## config.mk

```make
export PLATFORM = sky130hd
export DESIGN_NAME = gled_pwm_ctrl
export DESIGN_NICKNAME = d
export VERILOG_FILES = /design/src/rtl/gled_pkg.sv /design/src/rtl/gled_timebase.sv /design/src/rtl/gled_pwm_ctrl.sv
export SDC_FILE = /design/constraint.sdc
export NUM_CORES = 1
export LEC_CHECK = 0
export ABC_AREA = 0
export BUFFER_PORTS_ARGS = -buffer_cell sky130_fd_sc_hd__buf_2
export CAP_MARGIN = 40
export CORE_ASPECT_RATIO = 0.7
export CORE_MARGIN = 8
export CORE_UTILIZATION = 30
export DETAILED_ROUTE_END_ITERATION = 16
export GPL_TIMING_DRIVEN = 0
export PLACE_DENSITY = 0.49
export SETUP_SLACK_MARGIN = 0.3
export SLEW_MARGIN = 5
export SYNTH_ARGS = -nofsm -noshare
export SYNTH_HDL_FRONTEND = slang
export SYNTH_SLANG_ARGS = --single-unit
```

## constraint.sdc

```tcl
create_clock -name clk_i -period 4.6 [get_ports clk_i]
set_input_delay 0.46 -clock clk_i [delete_from_list [all_inputs] [get_ports clk_i]]
set_output_delay 0.46 -clock clk_i [all_outputs]
set_load 0.01 [all_outputs]
```

## src/rtl/gled_pkg.sv

```systemverilog
// Green-LED word layout shared by the LSU LED buffer, software header and
// the PWM controller. Field order in gled_word_t matches bit order [31:0].
package gled_pkg;

  localparam int unsigned GLED_WORD_W     = 32;
  localparam int unsigned GLED_NUM_LEDS   = 8;

  localparam int unsigned GLED_ON_LSB     = 0;
  localparam int unsigned GLED_BLINK_LSB  = 8;
  localparam int unsigned GLED_DUTY_LSB   = 16;
  localparam int unsigned GLED_SEL_LSB    = 24;
  localparam int unsigned GLED_RSVD_LSB   = 26;
  localparam int unsigned GLED_BYPASS_BIT = 31;

  typedef struct packed {
    logic       bypass;     // [31]
    logic [4:0] reserved;   // [30:26]
    logic [1:0] blink_sel;  // [25:24]
    logic [7:0] duty;       // [23:16]
    logic [7:0] blink;      // [15:8]
    logic [7:0] on;         // [7:0]
  } gled_word_t;

endpackage

```

## src/rtl/gled_timebase.sv

```systemverilog
// PWM and frame timebase for the green-LED controller.
//   clk_i, rst_ni   : clock, async active-low reset
//   pwm_cnt_o       : free-running PWM counter
//   frame_cnt_o     : frame counter, increments once per PWM frame
//   frame_tick_c    : combinational, high while pwm_cnt is all-ones
//   frame_o         : registered pulse, high in the cycle pwm_cnt is 0
module gled_timebase #(
  parameter int unsigned PWM_BITS = 8,
  parameter int unsigned BLINK_W  = 20
) (
  input  logic                clk_i,
  input  logic                rst_ni,
  output logic [PWM_BITS-1:0] pwm_cnt_o,
  output logic [BLINK_W-1:0]  frame_cnt_o,
  output logic                frame_tick_c,
  output logic                frame_o
);

  logic [PWM_BITS-1:0] pwm_cnt_q, pwm_cnt_d;
  logic [BLINK_W-1:0]  frame_cnt_q, frame_cnt_d;
  logic                frame_q, frame_d;

  // Counter advance and frame boundary detection
  always_comb begin
    frame_tick_c = (pwm_cnt_q == {PWM_BITS{1'b1}});
    pwm_cnt_d    = pwm_cnt_q + PWM_BITS'(1);
    frame_cnt_d  = frame_cnt_q;
    frame_d      = 1'b0;
    if (frame_tick_c) begin
      frame_cnt_d = frame_cnt_q + BLINK_W'(1);
      frame_d     = 1'b1;
    end
  end

  always_ff @(posedge clk_i or negedge rst_ni) begin
    if (!rst_ni) begin
      pwm_cnt_q   <= '0;
      frame_cnt_q <= '0;
      frame_q     <= 1'b0;
    end else begin
      pwm_cnt_q   <= pwm_cnt_d;
      frame_cnt_q <= frame_cnt_d;
      frame_q     <= frame_d;
    end
  end

  assign pwm_cnt_o   = pwm_cnt_q;
  assign frame_cnt_o = frame_cnt_q;
  assign frame_o     = frame_q;

endmodule

```

## src/rtl/gled_pwm_ctrl.sv

```systemverilog
// Green-LED pin driver: shadows the LED word at PWM frame boundaries and
// applies per-LED enable, blink, global PWM brightness and live bypass.
//   clk_i, rst_ni : clock, async active-low reset
//   gled_word_i   : LED word from the LSU LED buffer (gled_word_t layout)
//   ledg_o        : registered green-LED pins
//   frame_o       : one-cycle pulse in the cycle the shadow register loads
module gled_pwm_ctrl
  import gled_pkg::*;
#(
  parameter int unsigned PWM_BITS   = 8,
  parameter int unsigned BLINK_W    = 20,
  parameter int unsigned BLINK_BASE = 14
) (
  input  logic                     clk_i,
  input  logic                     rst_ni,
  input  logic [GLED_WORD_W-1:0]   gled_word_i,
  output logic [GLED_NUM_LEDS-1:0] ledg_o,
  output logic                     frame_o
);

  localparam int unsigned IDX_W = (BLINK_W > 1) ? $clog2(BLINK_W) : 1;

  logic [PWM_BITS-1:0]      pwm_cnt;
  logic [BLINK_W-1:0]       frame_cnt;
  logic                     frame_tick_c;

  gled_word_t               word_c;
  gled_word_t               shadow_q, shadow_d;
  logic [GLED_NUM_LEDS-1:0] ledg_q, ledg_d;

  logic [PWM_BITS-1:0]      duty_c;
  logic                     pwm_on_c;
  logic [IDX_W-1:0]         blink_idx_c;
  logic                     blink_phase_c;
  logic                     bypass_c;

  gled_timebase #(
    .PWM_BITS (PWM_BITS),
    .BLINK_W  (BLINK_W)
  ) u_timebase (
    .clk_i        (clk_i),
    .rst_ni       (rst_ni),
    .pwm_cnt_o    (pwm_cnt),
    .frame_cnt_o  (frame_cnt),
    .frame_tick_c (frame_tick_c),
    .frame_o      (frame_o)
  );

  assign word_c   = gled_word_t'(gled_word_i);
  // Bypass is taken from the live word, never from the shadow
  assign bypass_c = gled_word_i[GLED_BYPASS_BIT];

  // Shadow load, brightness compare, blink gating and pin selection
  always_comb begin
    shadow_d = shadow_q;
    if (frame_tick_c) begin
      shadow_d = word_c;
    end

    duty_c = shadow_q.duty[7 -: PWM_BITS];
    if (duty_c == '0) begin
      pwm_on_c = 1'b0;
    end else if (duty_c == {PWM_BITS{1'b1}}) begin
      // Full scale stays lit through the last counter value too
      pwm_on_c = 1'b1;
    end else begin
      pwm_on_c = (pwm_cnt < duty_c);
    end

    blink_idx_c   = IDX_W'(BLINK_BASE) + IDX_W'(shadow_q.blink_sel);
    blink_phase_c = frame_cnt[blink_idx_c];

    if (bypass_c) begin
      ledg_d = gled_word_i[GLED_ON_LSB +: GLED_NUM_LEDS];
    end else begin
      ledg_d = shadow_q.on & {GLED_NUM_LEDS{pwm_on_c}} &
               (~shadow_q.blink | {GLED_NUM_LEDS{blink_phase_c}});
    end
  end

  always_ff @(posedge clk_i or negedge rst_ni) begin
    if (!rst_ni) begin
      shadow_q <= '0;
      ledg_q   <= '0;
    end else begin
      shadow_q <= shadow_d;
      ledg_q   <= ledg_d;
    end
  end

  assign ledg_o = ledg_q;

  // Shadowed bypass/reserved bits and duty bits below the PWM resolution have no effect
  logic unused_shadow_c;
  assign unused_shadow_c = ^{shadow_q.bypass, shadow_q.reserved, shadow_q.duty,
                             gled_word_i[GLED_BYPASS_BIT-1:GLED_RSVD_LSB],
                             gled_word_i[GLED_SEL_LSB], gled_word_i[GLED_DUTY_LSB],
                             gled_word_i[GLED_BLINK_LSB]};

endmodule
```

After elaboration in Yosys (flattened, before gate mapping)
Index checks and enable logic that the tools add are counted.
{"block": "op_classes", "div": 0, "eq_ne": 2, "shifts": 0, "bitwise": 4, "n_lt_le_gt_ge": 2, "addsub": 3, "muxes": 6, "n_reduce_logical": 1, "mul": 0}
{"operator": "adder 20 x 1 -> 20 bit, second input constant", "count": 1}
{"operator": "bitwise AND 8 bit", "count": 2}
{"operator": "== test 8 bit, second input constant", "count": 2}
{"operator": "adder 8 x 1 -> 8 bit, second input constant", "count": 1}
{"operator": "logical NOT 8 bit", "count": 1}
{"operator": "< comparator 8 bit", "count": 1}
{"operator": "two-way mux 8 bit", "count": 1}
{"operator": "NOT 8 bit", "count": 1}
{"operator": "bitwise OR 8 bit", "count": 1}
{"operator": "< comparator 5 x 6 -> 1 bit, second input constant", "count": 1}
{"operator": "adder 4 x 2 -> 5 bit, first input constant", "count": 1}
{"operator": "binary-select mux 1 bit (select 5 bit)", "count": 1}
{"operator": "two-way mux 1 bit", "count": 4}
{"block": "word_totals", "ramBits": 0, "wordCells": 26, "n_memories": 0, "out_inout_bits": 9, "ff_bits": 63, "romBits": 0, "latch_bits": 0}

Logic depth before layout (Yosys ltp)
Gate-level depths: netlist of run 1.
{"block": "logic_depth", "word_depth": 6, "ltp_mapped": 6, "ltp_nobuf": 6}

Hierarchy
A second synthesis of run 1 with hierarchy kept.
{"block": "hier_totals", "hier_cells": 248, "hier_area_um2": 2859.0}
{"module": "gled_pwm_ctrl", "area_each_um2": 1562.7, "cells_each": 143, "instances": 1, "seq_area_each_um2": 850.8}
{"module": "gled_timebase", "area_each_um2": 1296.2, "cells_each": 105, "instances": 1, "seq_area_each_um2": 725.7}

Least setup slack after synthesis of run 1
OpenSTA, ideal clock, no wires.
{"block": "synth_timing", "path_type": "register -> register", "startpoint": "register u_timebase.pwm_cnt_q[2], in the netlist u_timebase.pwm_cnt_o[2]", "endpoint": "register ledg_q[0], in the netlist ledg_o[0]", "stages_incl_launch_ff": 6, "n_path_buf": 0, "arrival_ns": 1.499, "setup_ns": 0.146, "path_slack_ns": 2.955, "path_cell_list": "dfrtp_1 -> ha_1 -> or3_1 -> nand4_1 -> nor4_2 -> o31ai_1"}
{"block": "synth_between", "elab_chain_len": 6}
{"element": "start: declaration", "line": "gled_timebase.sv:19", "text": "logic [PWM_BITS-1:0] pwm_cnt_q, pwm_cnt_d;"}
{"element": "start signal: assignment", "line": "gled_timebase.sv:41", "text": "pwm_cnt_q <= pwm_cnt_d;"}
{"element": "< comparator 8 bit", "line": "gled_pwm_ctrl.sv:67", "text": "pwm_on_c = (pwm_cnt < duty_c);"}
{"element": "two-way mux 1 bit", "line": "gled_pwm_ctrl.sv:63", "text": "end else if (duty_c == {PWM_BITS{1'b1}}) begin"}
{"element": "two-way mux 1 bit", "line": "gled_pwm_ctrl.sv:61", "text": "if (duty_c == '0) begin"}
{"element": "bitwise AND 8 bit (2 in series)", "line": "gled_pwm_ctrl.sv:76", "text": "ledg_d = shadow_q.on & {GLED_NUM_LEDS{pwm_on_c}} &"}
{"element": "two-way mux 8 bit", "line": "gled_pwm_ctrl.sv:73", "text": "if (bypass_c) begin"}
{"element": "named net ledg_d[0]", "line": "gled_pwm_ctrl.sv:29", "text": "logic [GLED_NUM_LEDS-1:0] ledg_q, ledg_d;"}
{"element": "end signal: assignment", "line": "gled_pwm_ctrl.sv:87", "text": "ledg_q <= ledg_d;"}
{"element": "end: declaration", "line": "gled_pwm_ctrl.sv:29"}
The timed path passes the listed nets, and every way through them passes these cells.
A chain may end at the register's enable or synchronous reset.

Final worst setup path of run 1
{"block": "layout_timing", "startpoint": "register u_timebase.pwm_cnt_q[1], in the netlist u_timebase.pwm_cnt_o[1]", "endpoint": "register ledg_q[3], in the netlist ledg_o[3]"}
The elaborated chain is that of the path after synthesis.

==> results_dict.tcl, run 1 <==
set metrics [dict create \
    tightest_slew_ns 0.891 \
    ys_warn_count 0 \
    diodes 0 \
    wl_per_cell_um 14.9 \
    synth_nets 282 \
    cts_hold_buf 0 \
    cts_setup_buffers 0 \
    slew_headroom_pct 40.3 \
    grt_pass1_wl_um 10200 \
    port_buffers 36 \
    ioPinCount 43 \
    reg2regPathDepth 5 \
    drc 0 \
    die-height_um 95.6 \
    r2r-end "ledg_o[3]" \
    nNetsFinal 330 \
    synth.most_common_cell "dfrtp_1" \
    ys_seq_elements 61 \
    r2r_setup_slack_ns 2.54 \
    rsz0062_at_grt "false" \
    cts_max_level 3 \
    clk_pin_slew_ns 0.05 \
    cts_tree "yes" \
    use_met1_pct 15.3 \
    overflow 0 \
    post_cts_resized 0 \
    ir_drop_mv 0.156 \
    finalSetupViolations 0 \
    end_kind "register" \
    timing.final.crit_share_pct 44.7 \
    core_area_um2 8930 \
    rows 29 \
    hold_violations 0 \
    critPathMaxFanout 7 \
    max-cap-violations 0 \
    synth_common_cells "dfrtp_1, nand2_1, xnor2_1, inv_1, o21ai_0" \
    synthArstFlopShare_pct 100 \
    cts_sinks 61 \
    reg2reg_from "u_timebase.pwm_cnt_o[1]" \
    fmax_mhz 486 \
    grt_max_degree 62 \
    hpwl_um 4400 \
    clock-root-buffer "clkbuf_16" \
    avgSynthCellArea_um2 11.4 \
    worstHoldPathType "input port to async pin" \
    grtUsageTotal_pct 10.9 \
    synth_edf_count 0 \
    ant_nets 0 \
    drtIter0Drc 119 \
    die-area_um2 12400 \
    gr-usage-met2_pct 14.4 \
    final_layout_size_suffix_gt1_share_pct 24.3 \
    p_leak_nw 1.62 \
    seq_area_frac_synth_pct 56.2 \
    die_w_um 130 \
    post-route-util_pct 37.6 \
    setup_tns_ns 0 \
    crit_type "register to register" \
    gp_congestion 0.758 \
    num_vias 1885 \
    clock_skew_ns 0.00465 \
    cp.required_ns 4.81 \
    cp_data_arrival_time_ns 2.27 \
    syn-instance-count 239 \
    syn_to_final_growth_pct 23.6 \
    cp-startpoint "u_timebase.pwm_cnt_o[1]" \
    cts_buffer_depth 2 \
    drt-total-wl_um 6220 \
    netlist_top_cells_area "dfrtp_1, xnor2_1, mux2_2" \
    synth_cell_type_count 29 \
    clk_latency_ns 0.32 \
    status "finished clean" \
    start_util_pct 30.4 \
    yosys.area.top_type "dfrtp_1" \
    cts_buffers 9 \
    synth_area_um2 2710 \
    met3_usage_pct 4.41 \
    viasPerCell 4.53 \
    synth_top_cell_area_share_pct 56.2 \
    grt_pass1_vias 1973 \
    period_needed_ns 2.06 \
    slew_viol_final 0 \
    dr.pass1.iters 4 \
    busiest_layer "met1" \
    antenna_found_initial 0 \
    endpoint "ledg_o[3]" \
    power.density_nw_per_um2 368 \
    ys.flop_type "dfrtp_1" \
    critPathLaunchType "register" \
]
[metal layers]
layer	share of wire [%]	wire (µm)	vias up
li1	-	-	940
met3	5.5	340	8
met2	38	2390	33
met4	1.4	87	0
met5	0	0	-
met1	55	3400	904
[sequential cells by signal, indices dropped and copies added (netlist names)]
name	count
shadow_q	18
u_timebase.frame_o	1
ledg_o	8
u_timebase.frame_cnt_o	18
u_timebase.pwm_cnt_o	8
duty_c	8
[cells by family after synthesis]
logic type	synth area share (%)
AO/OA/AOI/OAI	8.30
XOR/XNOR	7.42
adder cells (fa/ha/maj)	4.15
buffers and inverters	3.92
flip-flops	56.2
multiplexers	5.81
AND/OR/NAND/NOR	14.2
[worst min-delay path by stage]
stage,from,to,cells after the start
detailed placement,u_timebase.frame_cnt_o[6],u_timebase.frame_cnt_o[6],1
finish,rst_ni,shadow_q[13],1
CTS,rst_ni,shadow_q[13],1
global route,rst_ni,ledg_o[4],1
floorplan,rst_ni,duty_c[0],0
global placement,u_timebase.frame_cnt_o[17],u_timebase.frame_cnt_o[17],1
[metrics by stage]
step                      setup WS (ns)  instance area, µm²  hold slack, ns  power [W]  cells
after CTS                          2.57                3350           0.249    0.00126    416
after global placement             2.43                3050           0.461   0.000588    399
after detailed placement           2.60                3060           0.457   0.000588    400
after global routing               2.49                3350           0.286    0.00128    416
after floorplan                    2.95                2710           0.164   0.000558    239
final                              2.54                3350           0.214    0.00123    416
[cell usage in the layout, fill, tap and decap left out, types with 6 or more instances in the layout]
| cell type | count |
|---|---|
| buf_2 | 36 |
| clkbuf_1 | 6 |
| clkbuf_16 | 9 |
| dfrtp_1 | 61 |
| ha_1 | 9 |
| inv_1 | 16 |
| mux2_2 | 12 |
| nand2_1 | 29 |
| nand3_1 | 11 |
| nand4_1 | 12 |
| o211ai_1 | 8 |
| o21ai_0 | 16 |
| o31ai_1 | 8 |
| xnor2_1 | 19 |
[power by group]
group          internal (W)  switching (W)  leakage, nW
Sequential         0.000541    0.000000810        0.751
Clock              0.000432       0.000225        0.143
Combinational     0.0000130      0.0000226        0.722
Total              0.000986       0.000248         1.62
[worst max-delay path, cell delays in order (launching register included)]
cell and delay [ns]:
dfrtp_1 0.42, ha_1 0.30, a2111oi_0 0.61, nor4_2 0.13, buf_4 0.20, o31ai_1 0.29
[final cells by class]
class / instances / area (µm²)
Clock inverter: 4 / 47.5
Inverter: 16 / 60.1
Fill cell: 930 / 5570
Sequential cell: 61 / 1530
Tap cell: 124 / 155
Multi-Input combinational cell: 153 / 1080
Buffer: 9 / 46.3
Clock buffer: 12 / 246
Timing Repair Buffer: 37 / 190
No activity file was read; power rests on OpenSTA's default activity.
==> inputs of run 2 (changes only) <==
--- a/config.mk
+++ b/config.mk
@@ -5,7 +5,7 @@
 export SDC_FILE = /design/constraint.sdc
 export NUM_CORES = 1
 export LEC_CHECK = 0
-export ABC_AREA = 0
+export ABC_AREA = 1
 export BUFFER_PORTS_ARGS = -buffer_cell sky130_fd_sc_hd__buf_2
 export CAP_MARGIN = 40
 export CORE_ASPECT_RATIO = 0.7
==> constraint.sdc (replaced) <==
create_clock -name clk_i -period 2.1 [get_ports clk_i]
set_input_delay 0.21 -clock clk_i [delete_from_list [all_inputs] [get_ports clk_i]]
set_output_delay 0.21 -clock clk_i [all_outputs]
set_load 0.01 [all_outputs]
==> results_dict.tcl, run 2 <==
set metrics [dict create \
    status "finished clean" \
    cp_data_arrival_time_ns 1.90 \
    final_layout_size_suffix_gt1_share_pct 17.7 \
    viasPerCell 4.34 \
    period_needed_ns 1.70 \
    end_kind "register" \
    cts_tree "yes" \
    clk_pin_slew_ns 0.05 \
    crit_type "register to register" \
    p_leak_nw 1.78 \
    hpwl_um 4530 \
    critPathMaxFanout 6 \
    fmax_mhz 589 \
    synth_cell_type_count 24 \
    grt_pass1_wl_um 10900 \
    cp-startpoint "u_timebase.pwm_cnt_o[1]" \
    finalSetupViolations 0 \
    slew_headroom_pct 47.8 \
    grt_max_degree 62 \
    num_vias 2130 \
    tightest_slew_ns 0.783 \
    ys_seq_elements 61 \
    seq_area_frac_synth_pct 55.2 \
    overflow 0 \
    netlist_top_cells_area "dfrtp_1, nand2_1, ha_1" \
    drc 0 \
    synth_common_cells "nand2_1, dfrtp_1, inv_1, nand3_1, a21oi_1" \
    worstHoldPathType "input port to register" \
    drt-total-wl_um 6210 \
    clk_latency_ns 0.32 \
    rsz0062_at_grt "true" \
    mostFrequentLayoutCell "nand2_1" \
    syn-instance-count 313 \
    endpoint "u_timebase.frame_cnt_o[16]" \
    start_util_pct 30.8 \
    totalPowerFinal_w 0.00268 \
    drtIter0Drc 113 \
    synth_nets 356 \
    dp.cells 473 \
    post-route-util_pct 38.2 \
    cp.required_ns 2.31 \
    max-cap-violations 0 \
    core_area_um2 9000 \
    ys.flop_type "dfrtp_1" \
    hold_violations 0 \
    nNetsFinal 405 \
    r2r-end "u_timebase.frame_cnt_o[16]" \
    synth_area_um2 2770 \
    slew_viol_final 0 \
    synthArstFlopShare_pct 100 \
    synth_top_cell_area_share_pct 55.2 \
    ir_drop_mv 0.464 \
    reg2reg_from "u_timebase.pwm_cnt_o[1]" \
    cts_max_level 3 \
    cts_sinks 61 \
    wl_per_cell_um 12.6 \
    critPathLaunchType "register" \
    synth_edf_count 0 \
    diodes 0 \
    ioPinCount 43 \
    syn_to_final_growth_pct 24.2 \
    finalNonFillerCells 491 \
    setup_tns_ns 0 \
    clock_skew_ns 0.00403 \
    synth.most_common_cell "nand2_1" \
    n_fill_cell 981 \
    reg2regPathDepth 7 \
    rows 29 \
    cts_buffers 9 \
    ant_nets 0 \
    antenna_found_initial 0 \
    die-area_um2 12600 \
    yosys.area.top_type "dfrtp_1" \
    grt_pass1_vias 2217 \
    timing.final.crit_share_pct 80.8 \
    cts_buffer_depth 2 \
    die_w_um 131 \
    gp_congestion 0.733 \
    ys_warn_count 0 \
    dr.pass1.iters 4 \
    avgSynthCellArea_um2 8.84 \
    r2r_setup_slack_ns 0.40 \
    power.density_nw_per_um2 778 \
    clock-root-buffer "clkbuf_16" \
    die-height_um 96.4 \
    mostFrequentLayoutCells "nand2_1, dfrtp_1, buf_2" \
    port_buffers 36 \
    grtUsageTotal_pct 11.4 \
]
run 2: cell types whose count changed after synthesis, moves of 5 or more:
cell,change
nor2_1,+9
mux2_2,-12
nand2_1,+94
xor2_1,+6
a21oi_1,+12
xnor2_1,-9
inv_1,+5
o211ai_1,-8
nand4_1,-10
o31ai_1,-8
o21ai_0,-5
run 2: cell type report:
| cell class | count | area (µm²) | area share (%) |
|---|---|---|---|
| well taps | 124 | 155 | 4.51 |
| repair buffers | 38 | 200 | 5.82 |
| plain buffers | 7 | 46.3 | 1.35 |
| multi-input cells | 223 | 1140 | 33.0 |
| flip-flops and latches | 61 | 1530 | 44.4 |
| inverters | 22 | 82.6 | 2.40 |
| clock buffers | 16 | 292 | 8.48 |
run 2: how the worst min path moves through the flow:
stage / cells after the start / to / start / slack (ns)
after floorplan: 0 / duty_c[0] / rst_ni / -0.09
after global placement: 3 / shadow_q[9] / gled_word_i[9] / 0.41
after detailed placement: 1 / u_timebase.frame_cnt_o[11] / rst_ni / 0.35
after CTS: 3 / shadow_q[15] / gled_word_i[15] / 0.08
after global routing: 3 / duty_c[4] / gled_word_i[20] / 0.08
final: 3 / shadow_q[15] / gled_word_i[15] / 0.09
run 2: worst max-delay path, stage by stage, from the launching register on:
cell	delay, ns
dfrtp_1	0.37
ha_2	0.21
nand3_2	0.17
nor3_4	0.32
nand2_2	0.14
nor2_1	0.15
nand2_1	0.08
xor2_1	0.14
run 2: what timing repair did:
| item | 4_1_cts | 5_1_grt |
|---|---|---|
| endpoints found under the hold margin | 4 | 0 |
| hold buffers | 1 | 0 |
| gates resized for setup | 0 | 10 |
| endpoints found under the setup margin | 0 | 23 |
| setup buffers | 0 | 1 |
run 2: through the flow:
stage | setup WS, ns | hold WS, ns | area (µm²)
after detailed placement | 0.351 | 0.354 | 3110
after CTS | 0.342 | 0.0754 | 3410
final | 0.402 | 0.0870 | 3440
after global placement | 0.382 | 0.412 | 3100
after global routing | 0.263 | 0.0816 | 3440
after floorplan | 0.625 | -0.0856 | 2770
run 2: layer usage:
metal	up-vias	global-route usage, %	wire length, µm
met5	-	0	0
met4	0	2.85	63
met3	7	5.70	361
met2	36	15.3	2360
met1	994	15.9	3430
li1	1093	-	-
run 2: power breakdown:
group	internal, W	switching (W)	leakage, nW
registers	0.00119	0.00000201	0.693
clock network	0.000928	0.000481	0.143
logic	0.0000294	0.0000505	0.939
run 2: cell families (layout without fill, tap and decap cells):
family,count (synthesis),count (layout),share of synthesized area [%]
flip-flops,61,61,55.2
adder cells (fa/ha/maj),9,9,4.07
buffers and inverters,29,83,4.16
AND/OR/NAND/NOR,166,166,25.0
XOR/XNOR,20,20,6.33
AO/OA/AOI/OAI,28,28,5.24
